### src/rtl/jtag_pkg.sv
// Shared JTAG definitions: IDCODE layout and value, data-register capture-mode encodings.
package jtag_pkg;

    localparam int unsigned JTAG_VERSION_W = 4;
    localparam int unsigned JTAG_PART_W    = 16;
    localparam int unsigned JTAG_MANUF_W   = 11;
    localparam int unsigned JTAG_FIXED_W   = 1;
    localparam int unsigned JTAG_IDCODE_W  = JTAG_VERSION_W + JTAG_PART_W + JTAG_MANUF_W + JTAG_FIXED_W;

    typedef struct packed {
        logic [JTAG_VERSION_W-1:0] version;
        logic [JTAG_PART_W-1:0]    part;
        logic [JTAG_MANUF_W-1:0]   manuf;
        logic [JTAG_FIXED_W-1:0]   fixed_one;
    } jtag_idcode_t;

    // Bit 0 is always 1 so a debugger can tell IDCODE from BYPASS.
    localparam jtag_idcode_t JTAG_IDCODE_FIELDS = '{
        version:   4'h1,
        part:      16'h5A3C,
        manuf:     11'h49F,
        fixed_one: 1'b1
    };
    localparam logic [JTAG_IDCODE_W-1:0] JTAG_IDCODE = JTAG_IDCODE_FIELDS;

    localparam int unsigned JTAG_CAP_CONST    = 0;
    localparam int unsigned JTAG_CAP_PARALLEL = 1;

    // Shift counter must reach WIDTH+1 so an over-length shift is distinguishable.
    function automatic int unsigned jtag_cnt_w(input int unsigned width);
        return $clog2(width + 2);
    endfunction

endpackage

### src/rtl/jtag_dr_cell.sv
// One bit of a JTAG data register: capture/shift flop feeding a parallel update flop.
module jtag_dr_cell #(
    parameter logic RESET_BIT = 1'b0
) (
    input  logic tck,
    input  logic trst_n,
    input  logic cap,
    input  logic sh,
    input  logic up,
    input  logic cap_bit,
    input  logic shift_in,
    output logic sr_bit,
    output logic upd_bit
);

    // Capture has priority over shift; the top already makes them exclusive.
    always_ff @(posedge tck or negedge trst_n) begin
        if (!trst_n) begin
            sr_bit <= RESET_BIT;
        end else if (cap) begin
            sr_bit <= cap_bit;
        end else if (sh) begin
            sr_bit <= shift_in;
        end
    end

    always_ff @(posedge tck or negedge trst_n) begin
        if (!trst_n) begin
            upd_bit <= RESET_BIT;
        end else if (up) begin
            upd_bit <= sr_bit;
        end
    end

endmodule

### src/rtl/jtag_dr.sv
// Parametrised JTAG data register (capture/shift/update) built from jtag_dr_cell bits.
// Optional shift-length check enabled by defining JTAG_DR_LEN_CHECK_EN.
module jtag_dr
    import jtag_pkg::*;
#(
    parameter int unsigned       WIDTH         = 32,
    parameter int unsigned       CAPTURE_MODE  = JTAG_CAP_CONST,
    parameter logic [WIDTH-1:0]  CAPTURE_VALUE = WIDTH'(JTAG_IDCODE),
    parameter logic [WIDTH-1:0]  RESET_VALUE   = '0
) (
    input  logic             tck,
    input  logic             trst_n,
    input  logic             select,
    input  logic             captureDR,
    input  logic             shiftDR,
    input  logic             updateDR,
    input  logic             tdi,
    input  logic [WIDTH-1:0] capture_data,
    output logic             tdo,
    output logic [WIDTH-1:0] update_data,
    output logic             update_strobe,
    output logic             len_error
);

    logic             cap;
    logic             sh;
    logic             up_req;
    logic             up_ok;
    logic             len_ok;
    logic [WIDTH-1:0] sr;
    logic [WIDTH-1:0] cap_vec;
    logic [WIDTH-1:0] shift_in;

    // Exclusive strobes: capture beats shift beats update.
    assign cap    = select & captureDR;
    assign sh     = select & shiftDR & ~captureDR;
    assign up_req = select & updateDR & ~captureDR & ~shiftDR;
    assign up_ok  = up_req & len_ok;

    assign cap_vec = (CAPTURE_MODE == JTAG_CAP_PARALLEL) ? capture_data : CAPTURE_VALUE;
    assign tdo     = sr[0];

    for (genvar i = 0; i < int'(WIDTH); i++) begin : g_bit
        if (i == int'(WIDTH) - 1) begin : g_msb
            assign shift_in[i] = tdi;
        end else begin : g_mid
            assign shift_in[i] = sr[i+1];
        end

        jtag_dr_cell #(
            .RESET_BIT (RESET_VALUE[i])
        ) u_cell (
            .tck      (tck),
            .trst_n   (trst_n),
            .cap      (cap),
            .sh       (sh),
            .up       (up_ok),
            .cap_bit  (cap_vec[i]),
            .shift_in (shift_in[i]),
            .sr_bit   (sr[i]),
            .upd_bit  (update_data[i])
        );
    end

    always_ff @(posedge tck or negedge trst_n) begin
        if (!trst_n) begin
            update_strobe <= 1'b0;
        end else begin
            update_strobe <= up_ok;
        end
    end

`ifdef JTAG_DR_LEN_CHECK_EN
    localparam int unsigned CNT_W = jtag_cnt_w(WIDTH);

    logic [CNT_W-1:0] cnt;

    // Counts shifts since the last capture, saturating one past WIDTH.
    always_ff @(posedge tck or negedge trst_n) begin
        if (!trst_n) begin
            cnt <= '0;
        end else if (cap) begin
            cnt <= '0;
        end else if (sh && (cnt != CNT_W'(WIDTH + 1))) begin
            cnt <= cnt + CNT_W'(1);
        end
    end

    assign len_ok = (cnt == CNT_W'(WIDTH));

    // Sticky until an update is accepted.
    always_ff @(posedge tck or negedge trst_n) begin
        if (!trst_n) begin
            len_error <= 1'b0;
        end else if (up_req) begin
            len_error <= ~len_ok;
        end
    end
`else
    assign len_ok    = 1'b1;
    assign len_error = 1'b0;
`endif

endmodule

### config.mk
export PLATFORM = sky130hd
export DESIGN_NAME = jtag_dr
export DESIGN_NICKNAME = d
export VERILOG_FILES = /design/src/rtl/jtag_pkg.sv /design/src/rtl/jtag_dr_cell.sv /design/src/rtl/jtag_dr.sv
export SDC_FILE = /design/constraint.sdc
export NUM_CORES = 1
export LEC_CHECK = 0
export ABC_AREA = 1
export CORE_MARGIN = 2
export CORE_UTILIZATION = 45
export DETAILED_ROUTE_END_ITERATION = 12
export GPL_TIMING_DRIVEN = 0
export PLACE_DENSITY = 0.72
export SYNTH_ARGS = -nofsm -noshare
export SYNTH_HDL_FRONTEND = slang
export SYNTH_SLANG_ARGS = --single-unit
### constraint.sdc
create_clock -name tck -period 0.94 [get_ports tck]
set_clock_uncertainty 0.15 [all_clocks]
set_input_delay 0.094 -clock tck [delete_from_list [all_inputs] [get_ports tck]]
set_output_delay 0.094 -clock tck [all_outputs]
set_load 0.1 [all_outputs]
Word level (Yosys, flattened, before mapping). Cells that the tools add are included.

Bits in writable memories: 0. Memories: 0. Flip-flop bits (word level): 65. Input port bits: 39. ROM bits: 0. Bits in latches: 0. Output and inout bits: 35.

Multiplexer cells: 64. Multipliers: 0. Bitwise operators: 8. Reduce and logical (&&, ||, !) cells: 1. Shifts and indexed selects: 0. Equal/unequal tests: 0. $lt $le $gt $ge: 0. Div/mod/pow operators: 0. Add/sub/neg operators: 0.

Operators with widths (number): $mux 1 (64); $and 1x1->1 (6); $not 1->1 (2); $reduce_bool 2->1 (1).

Logic depth before layout (Yosys ltp). Gate-level depths: netlist of run 1.

Depth after elaboration: 4. Depth in mapped cells: 7.

Hierarchy. A second synthesis of run 1 with hierarchy kept.

Cell total of the unflattened synthesis: 428. Area total of the unflattened synthesis: 3078.0 µm².

Modules (own cells, without submodules): jtag_dr_cell (area each 93.8 µm², cells each 13, seq. area each 50.0 µm², instances 32); jtag_dr (area each 75.1 µm², cells each 12, seq. area each 25.0 µm², instances 1).

Least setup slack after synthesis of run 1. Ideal clock, no wire load.

Path kind: register to register. Start: reg g_bit[0].u_cell.sr_bit. End: reg g_bit[0].u_cell.upd_bit. Arrival time: 1145 ps. Required time: 722 ps. Path slack: -423 ps. Buffers on the path: 0. Cell stages (with the launch flop): 3. Setup time: 68 ps. Cells stage by stage: dfrtp_1 -> nand3_1 -> nand2_1.

RTL lines: start: declaration (RTL line jtag_dr_cell.sv:12) `output logic sr_bit,`; start signal: assignment (RTL line jtag_dr_cell.sv:21) `sr_bit <= cap_bit;`; start signal: assignment (RTL line jtag_dr_cell.sv:23) `sr_bit <= shift_in;`; end signal: assignment (RTL line jtag_dr_cell.sv:31) `upd_bit <= sr_bit;`; end: declaration (RTL line jtag_dr_cell.sv:13) `output logic upd_bit`.

Worst setup path in the final report of run 1.
Start: reg g_bit[11].u_cell.upd_bit. End: out update_data[11].

RTL lines: start: declaration (RTL line jtag_dr_cell.sv:13); start signal: assignment (RTL line jtag_dr_cell.sv:31); end: declaration (RTL line jtag_dr.sv:20) `output logic [WIDTH-1:0] update_data,`.

No word-level cell between the ends.

==> flow_metrics.py, run 1 <==
metrics = {
    "run_status": {
        "status": "complete, but fails checks",
        "violations": "hold timing, setup timing",
    },
    "routing": {
        "drc": 0,
        "routed_wl_um": 6596,
        "ant_nets": 0,
        "vias": 2455,
        "wl_per_cell_um": 13.09,
        "dr.pass1.iters": 4,
        "drt-initial-drc-count": 194,
        "viasPerCell": 4.871,
    },
    "power": {
        "p_leak_nw": 2.307,
        "irDropWorstVdd_uv": 1176,
        "p_per_area_mw_per_mm2": 2295,
    },
    "timing": {
        "maxSlewHeadroom_pct": 46.71,
        "slew_viol_final": 0,
        "hold_viol_final": 69,
        "fin_hold_ws_ns": -0.3167,
        "max_freq_mhz": 791.7,
        "period_needed_ns": 1.263,
        "setup_viol": 42,
        "period_share_pct": 134.4,
        "rsz0062_at_grt": "true",
        "worstMarginPinSlew_ns": 0.7994,
        "postLayoutSetupSlackWorst_ns": -0.3231,
    },
    "layout": {
        "num_antenna_cells": 0,
        "drive_gt1_share_pct": 32.08,
        "stdcell_count": 504,
        "nets": 458,
        "syn2layout_area_growth_pct": 41.59,
    },
    "die": {
        "start_util_pct": 45.66,
        "io_pins": 74,
        "dieArea_mm2": 0.007454,
        "placementRows": 30,
        "die_h_um": 86.34,
        "core_mm2": 0.006681,
        "die_w_um": 86.34,
    },
    "place": {
        "gp_congestion": 0.8426,
        "placed_cells": 474,
        "hpwl_um": 4100,
        "post-place-ws_ns": -0.8633,
        "io_buffers": 38,
    },
    "cts": {
        "cts.sinks": 65,
        "clk-insertion-delay-late_ns": 0.34,
        "cts_tree": "built",
        "cts-root-buf": "clkbuf_8",
        "cts_buffers": 9,
        "cts.htree.levels": 3,
        "clk_pin_slew_ns": 0.07,
        "cts_buffer_depth": 2,
    },
    "worst_setup_path": {
        "cp-start-kind": "flop",
        "cp_slowest_cell": "dfrtp_1",
        "end_kind": "output pin",
        "crit_fanout": 2,
        "arrival_ns": 1.02,
        "worst-path-buf-inv": 2,
        "path_class": "reg2out",
        "ff2ff_setup_slack_ns": -0.05,
        "crit_chain": "buf_6 > buf_12",
        "cp_top_family": "flip-flops",
        "critical_path_required_ns": 0.70,
        "cp_slowest_stage_delay_ns": 0.40,
    },
    "logic_synthesis": {
        "synth.area.top_cells": "dfrtp_1 53%, nand2_1 18%, buf_4 9.4%",
        "synth-main-ff-cell": "dfrtp_1",
        "ys_ff_latch": 65,
        "synth_commonest_cells": "146 x nand2_1, 65 x dfrtp_1, 49 x nand3_1",
        "synth_nets": 395,
        "async_flop_share_pct": 100.0,
        "syn_inst": 356,
        "synth_top_area_share_pct": 53.32,
        "syn_area_mm2": 0.003050,
        "yosys.area.top_type": "dfrtp_1",
        "synth_most_common_cell": "nand2_1",
        "yosysWarnings": 0,
        "ys_seq_area_share_pct": 53.32,
        "avgSynthCellArea_um2": 8.569,
        "synth.distinct_cells": 13,
        "synth_edf_count": 0,
    },
    "grt": {
        "grt.overflow.total": 0,
        "grt_pass1_vias": 2438,
        "grt_pass1_wl_um": 11450,
        "grt_max_degree": 66,
        "grt_antenna_before_repair": 0,
        "grt_usage_pct": 19.61,
    },
    "run": {
        "cap_violations": 0,
    },
    "min_path": {
        "min_path_type": "in2async",
    },
}
-- layout make-up --
cell class / instances / area [µm²]
plain buffers: 39 / 352.8
clock buffers: 13 / 148.9
clock inverters: 3 / 40.04
fillers: 550 / 2362
inverters: 21 / 81.33
multi-input cells: 215 / 994.7
flip-flops and latches: 65 / 1632
well taps: 80 / 100.1
repair buffers: 68 / 969.7
-- worst reg2reg max path, stage by stage, from the launching register on --
cell and delay, ns:
dfrtp_1 0.42, buf_6 0.13, buf_6 0.10, nand2_2 0.04, nand2_1 0.04
-- per-layer routing --
metal  wire length [µm]  global-route usage [%]
met4                102                   8.239
met5                  0                       0
met3                238                   4.190
met2               3278                   29.72
met1               2976                   27.47
-- cells in the final DEF, fill, tap and decap left out, drive strengths merged, types with 2 or more instances in the layout --
| master | instances |
|---|---|
| clkbuf | 17 |
| dfrtp | 65 |
| nand2 | 149 |
| nand3 | 49 |
| inv | 21 |
| buf | 99 |
| clkinv | 2 |
| nand4 | 15 |
-- registers in the layout (all words and copies together) (netlist names) --
register              cells
update_strobe             1
g_bit.u_cell.sr_bit      32
g_bit.u_cell.upd_bit     32
-- power by group --
| part | internal, mW | switching (mW) | total, mW |
|---|---|---|---|
| clock | 1.29 | 1.02 | 2.31 |
| sequential | 3.17 | 0.334 | 3.51 |
| combinational | 1.62 | 2.48 | 4.09 |
-- through the flow --
step | utilization [%] | hold WS [ns] | instance area [µm²] | TNS [ns] | power, mW
6_report | 64.64 | -0.3167 | 4319 | -9.353 | 9.911
5_1_grt | 64.64 | -0.2388 | 4319 | -11.10 | 10.35
4_1_cts | 62.43 | -0.2792 | 4172 | -14.22 | 9.786
3_5_place_dp | 52.88 | 0.08687 | 3533 | -64.93 | 6.688
3_3_place_gp | 52.92 | 0.2343 | 3536 | -223.95 | 6.658
2_1_floorplan | - | -0.3516 | 3055 | -0.1854 | 6.020
-- cells by family (layout without fill, tap and decap cells) --
group | after synthesis | after routing | synth area share (%)
other cells | 1 | 1 | 0.1229
simple gates | 214 | 214 | 30.56
buf+inv | 76 | 144 | 16.00
flops | 65 | 65 | 53.32
-- path summary, 6_finish.rpt --
check | cells past startpoint | startpoint | end
worst max-delay path | 2 | g_bit[11].u_cell.upd_bit$_DFFE_PN0P_ | update_data[11]
worst min-delay path | 1 | trst_n | g_bit[9].u_cell.upd_bit$_DFFE_PN0P_
worst max register to register | 4 | g_bit[14].u_cell.upd_bit$_DFFE_PN0P_ | g_bit[14].u_cell.upd_bit$_DFFE_PN0P_
worst min register to register | 2 | g_bit[24].u_cell.upd_bit$_DFFE_PN0P_ | g_bit[24].u_cell.upd_bit$_DFFE_PN0P_
max in group asynchronous | 1 | trst_n | g_bit[0].u_cell.sr_bit$_DFFE_PN0P_
min in group tck | 3 | select | g_bit[9].u_cell.sr_bit$_DFFE_PN0P_
-- what timing repair did --
| action | 4_1_cts | 5_1_grt |
|---|---|---|
| resized for setup | 330 | 24 |
| setup buffers | 17 | 13 |
| hold buffers | 1 | 1 |
| hold endpoints to repair | 73 | 71 |
| pin swaps | 1 | 26 |
| endpoints found under the setup margin | 99 | 92 |
| cloned | 1 | 0 |
No activity file was read; power rests on OpenSTA's default activity.
==> run 2: changes to the inputs <==
--- a/config.mk
+++ b/config.mk
@@ -6,10 +6,10 @@
 export NUM_CORES = 1
 export LEC_CHECK = 0
 export ABC_AREA = 1
+export CAP_MARGIN = 5
 export CORE_MARGIN = 2
 export CORE_UTILIZATION = 45
 export DETAILED_ROUTE_END_ITERATION = 12
-export GPL_TIMING_DRIVEN = 0
 export PLACE_DENSITY = 0.72
 export SYNTH_ARGS = -nofsm -noshare
 export SYNTH_HDL_FRONTEND = slang
==> constraint.sdc (replaced) <==
create_clock -name tck -period 1.2 [get_ports tck]
set_clock_uncertainty 0.15 [all_clocks]
set_input_delay 0.12 -clock tck [delete_from_list [all_inputs] [get_ports tck]]
set_output_delay 0.12 -clock tck [all_outputs]
set_load 0.1 [all_outputs]
==> flow_metrics.py, run 2 (synthesis results as in run 1) <==
metrics = {
    "worst_setup_path": {
        "cp-start-kind": "flop",
        "cp_top_family": "flip-flops",
        "cp_slowest_stage_delay_ns": 0.43,
        "worst-path-buf-inv": 1,
        "end_kind": "output pin",
        "critical_path_required_ns": 0.93,
        "arrival_ns": 0.94,
        "cp_slowest_cell": "dfrtp_2",
        "path_class": "reg2out",
        "crit_fanout": 2,
        "crit_chain": "buf_12",
    },
    "layout": {
        "nets": 422,
        "layout_commonest_cell": "nand2_1",
        "syn2layout_area_growth_pct": 31.34,
        "post-route-util_pct": 59.96,
        "num_antenna_cells": 0,
        "final_cell_mix": "146 x nand2_1, 64 x dfrtp_1, 49 x nand3_1",
        "seq_area_mm2": 0.001628,
        "multi_input_area_um2": 944.7,
        "stdcell_count": 468,
        "fillers": 571,
        "top_regs": "g_bit.u_cell.sr_bit: 32 flops, g_bit.u_cell.upd_bit: 32 flops, update_strobe: 1 flops",
        "drive_gt1_share_pct": 22.68,
    },
    "timing": {
        "setup_viol": 9,
        "hold_viol_final": 0,
        "postLayoutSetupSlackWorst_ns": -0.01405,
        "period_share_pct": 101.2,
        "max_freq_mhz": 823.7,
        "slew_viol_final": 0,
        "rsz0062_at_grt": "true",
        "period_needed_ns": 1.214,
        "tns_ns": -0.03971,
    },
    "grt": {
        "grt_antenna_before_repair": 0,
        "grt_pass1_vias": 2208,
        "grt_usage_pct": 17.50,
        "grt_pass1_wl_um": 10250,
        "grt_max_degree": 66,
        "grt.overflow.total": 0,
    },
    "die": {
        "die_w_um": 86.34,
        "io_pins": 74,
        "die_h_um": 86.34,
        "start_util_pct": 45.66,
        "core_mm2": 0.006681,
        "placementRows": 30,
        "dieArea_mm2": 0.007454,
    },
    "cts": {
        "cts.htree.levels": 3,
        "cts.sinks": 65,
        "cts_buffer_depth": 2,
        "cts_tree": "built",
        "cts_buffers": 9,
        "cts-root-buf": "clkbuf_8",
        "clk_pin_slew_ns": 0.07,
        "clk-insertion-delay-late_ns": 0.34,
    },
    "run": {
        "cap_violations": 0,
    },
    "place": {
        "hpwl_um": 3700,
        "io_buffers": 40,
        "placed_cells": 433,
        "post-place-ws_ns": -0.3606,
        "gp_congestion": 0.7599,
    },
    "routing": {
        "vias": 2283,
        "drc": 0,
        "drt-initial-drc-count": 198,
        "ant_nets": 0,
        "dr.pass1.iters": 4,
        "routed_wl_um": 5849,
        "wl_per_cell_um": 12.50,
        "viasPerCell": 4.878,
    },
    "run_status": {
        "status": "complete, but fails checks",
        "violations": "setup timing",
    },
    "min_path": {
        "min_path_type": "in2async",
    },
    "power": {
        "irDropWorstVdd_uv": 703.8,
        "p_leak_nw": 2.145,
        "p_per_area_mw_per_mm2": 1822,
    },
}
[run 2: cell count changes in the layout (fill, tap and decap cells not counted), sizes merged, moves of 2 or more]
cell / previous run / this run
clkinvlp: 0 / 2
clkbuf: 17 / 11
clkdlybuf4s50: 1 / 4
buf: 99 / 65
[run 2: worst paths after layout]
| check | start | endpoint | slack (ns) | depth (start not counted) |
|---|---|---|---|---|
| min in group tck | shiftDR | g_bit[20].u_cell.sr_bit$_DFFE_PN0P_ | 0.21 | 4 |
| max | g_bit[0].u_cell.sr_bit$_DFFE_PN0P_ | tdo | -0.01 | 1 |
| min | trst_n | g_bit[8].u_cell.upd_bit$_DFFE_PN0P_ | 0.15 | 3 |
| max reg2reg | g_bit[24].u_cell.upd_bit$_DFFE_PN0P_ | g_bit[24].u_cell.upd_bit$_DFFE_PN0P_ | 0.19 | 4 |
| max in group asynchronous | trst_n | g_bit[0].u_cell.sr_bit$_DFFE_PN0P_ | 0.43 | 3 |
| min reg2reg | g_bit[20].u_cell.sr_bit$_DFFE_PN0P_ | g_bit[20].u_cell.sr_bit$_DFFE_PN0P_ | 0.36 | 2 |
[run 2: power breakdown]
part	switching, mW	internal, mW
combinational	1.82	1.03
sequential	0.291	2.48
clock	0.835	0.850
[run 2: cell type report]
type / instances / area share [%]
multi-input cells: 215 / 23.58
well taps: 80 / 2.498
clock buffers: 11 / 3.779
inverters: 21 / 1.968
flip-flops and latches: 65 / 40.63
clock inverters: 5 / 0.7495
repair buffers: 71 / 26.80
[run 2: stage by stage]
stage	total power [mW]	hold slack [ns]	cell area, µm²
finish	7.300	0.1516	4006
CTS	7.281	0.1771	3928
floorplan	4.712	-0.3256	3052
detailed placement	5.525	0.01026	3669
global placement	5.492	0.008863	3669
global route	7.595	0.1925	4006
[run 2: repair_timing]
action,CTS,global route
endpoints found under the hold margin,65,0
resized for setup,0,2
hold buffers,1,0
endpoints found under the setup margin,33,67
buffers inserted,9,9
pin swaps,0,1
[run 2: routing by layer]
metal | share of wire (%) | routed length, µm | global-route usage, % | vias up
met5 | 0 | 0 | 0 | -
met4 | 1.6 | 96 | 6.676 | 0
met3 | 3.6 | 209 | 4.381 | 7
met2 | 48 | 2810 | 28.39 | 46
met1 | 47 | 2732 | 22.72 | 1089
li1 | - | - | - | 1141
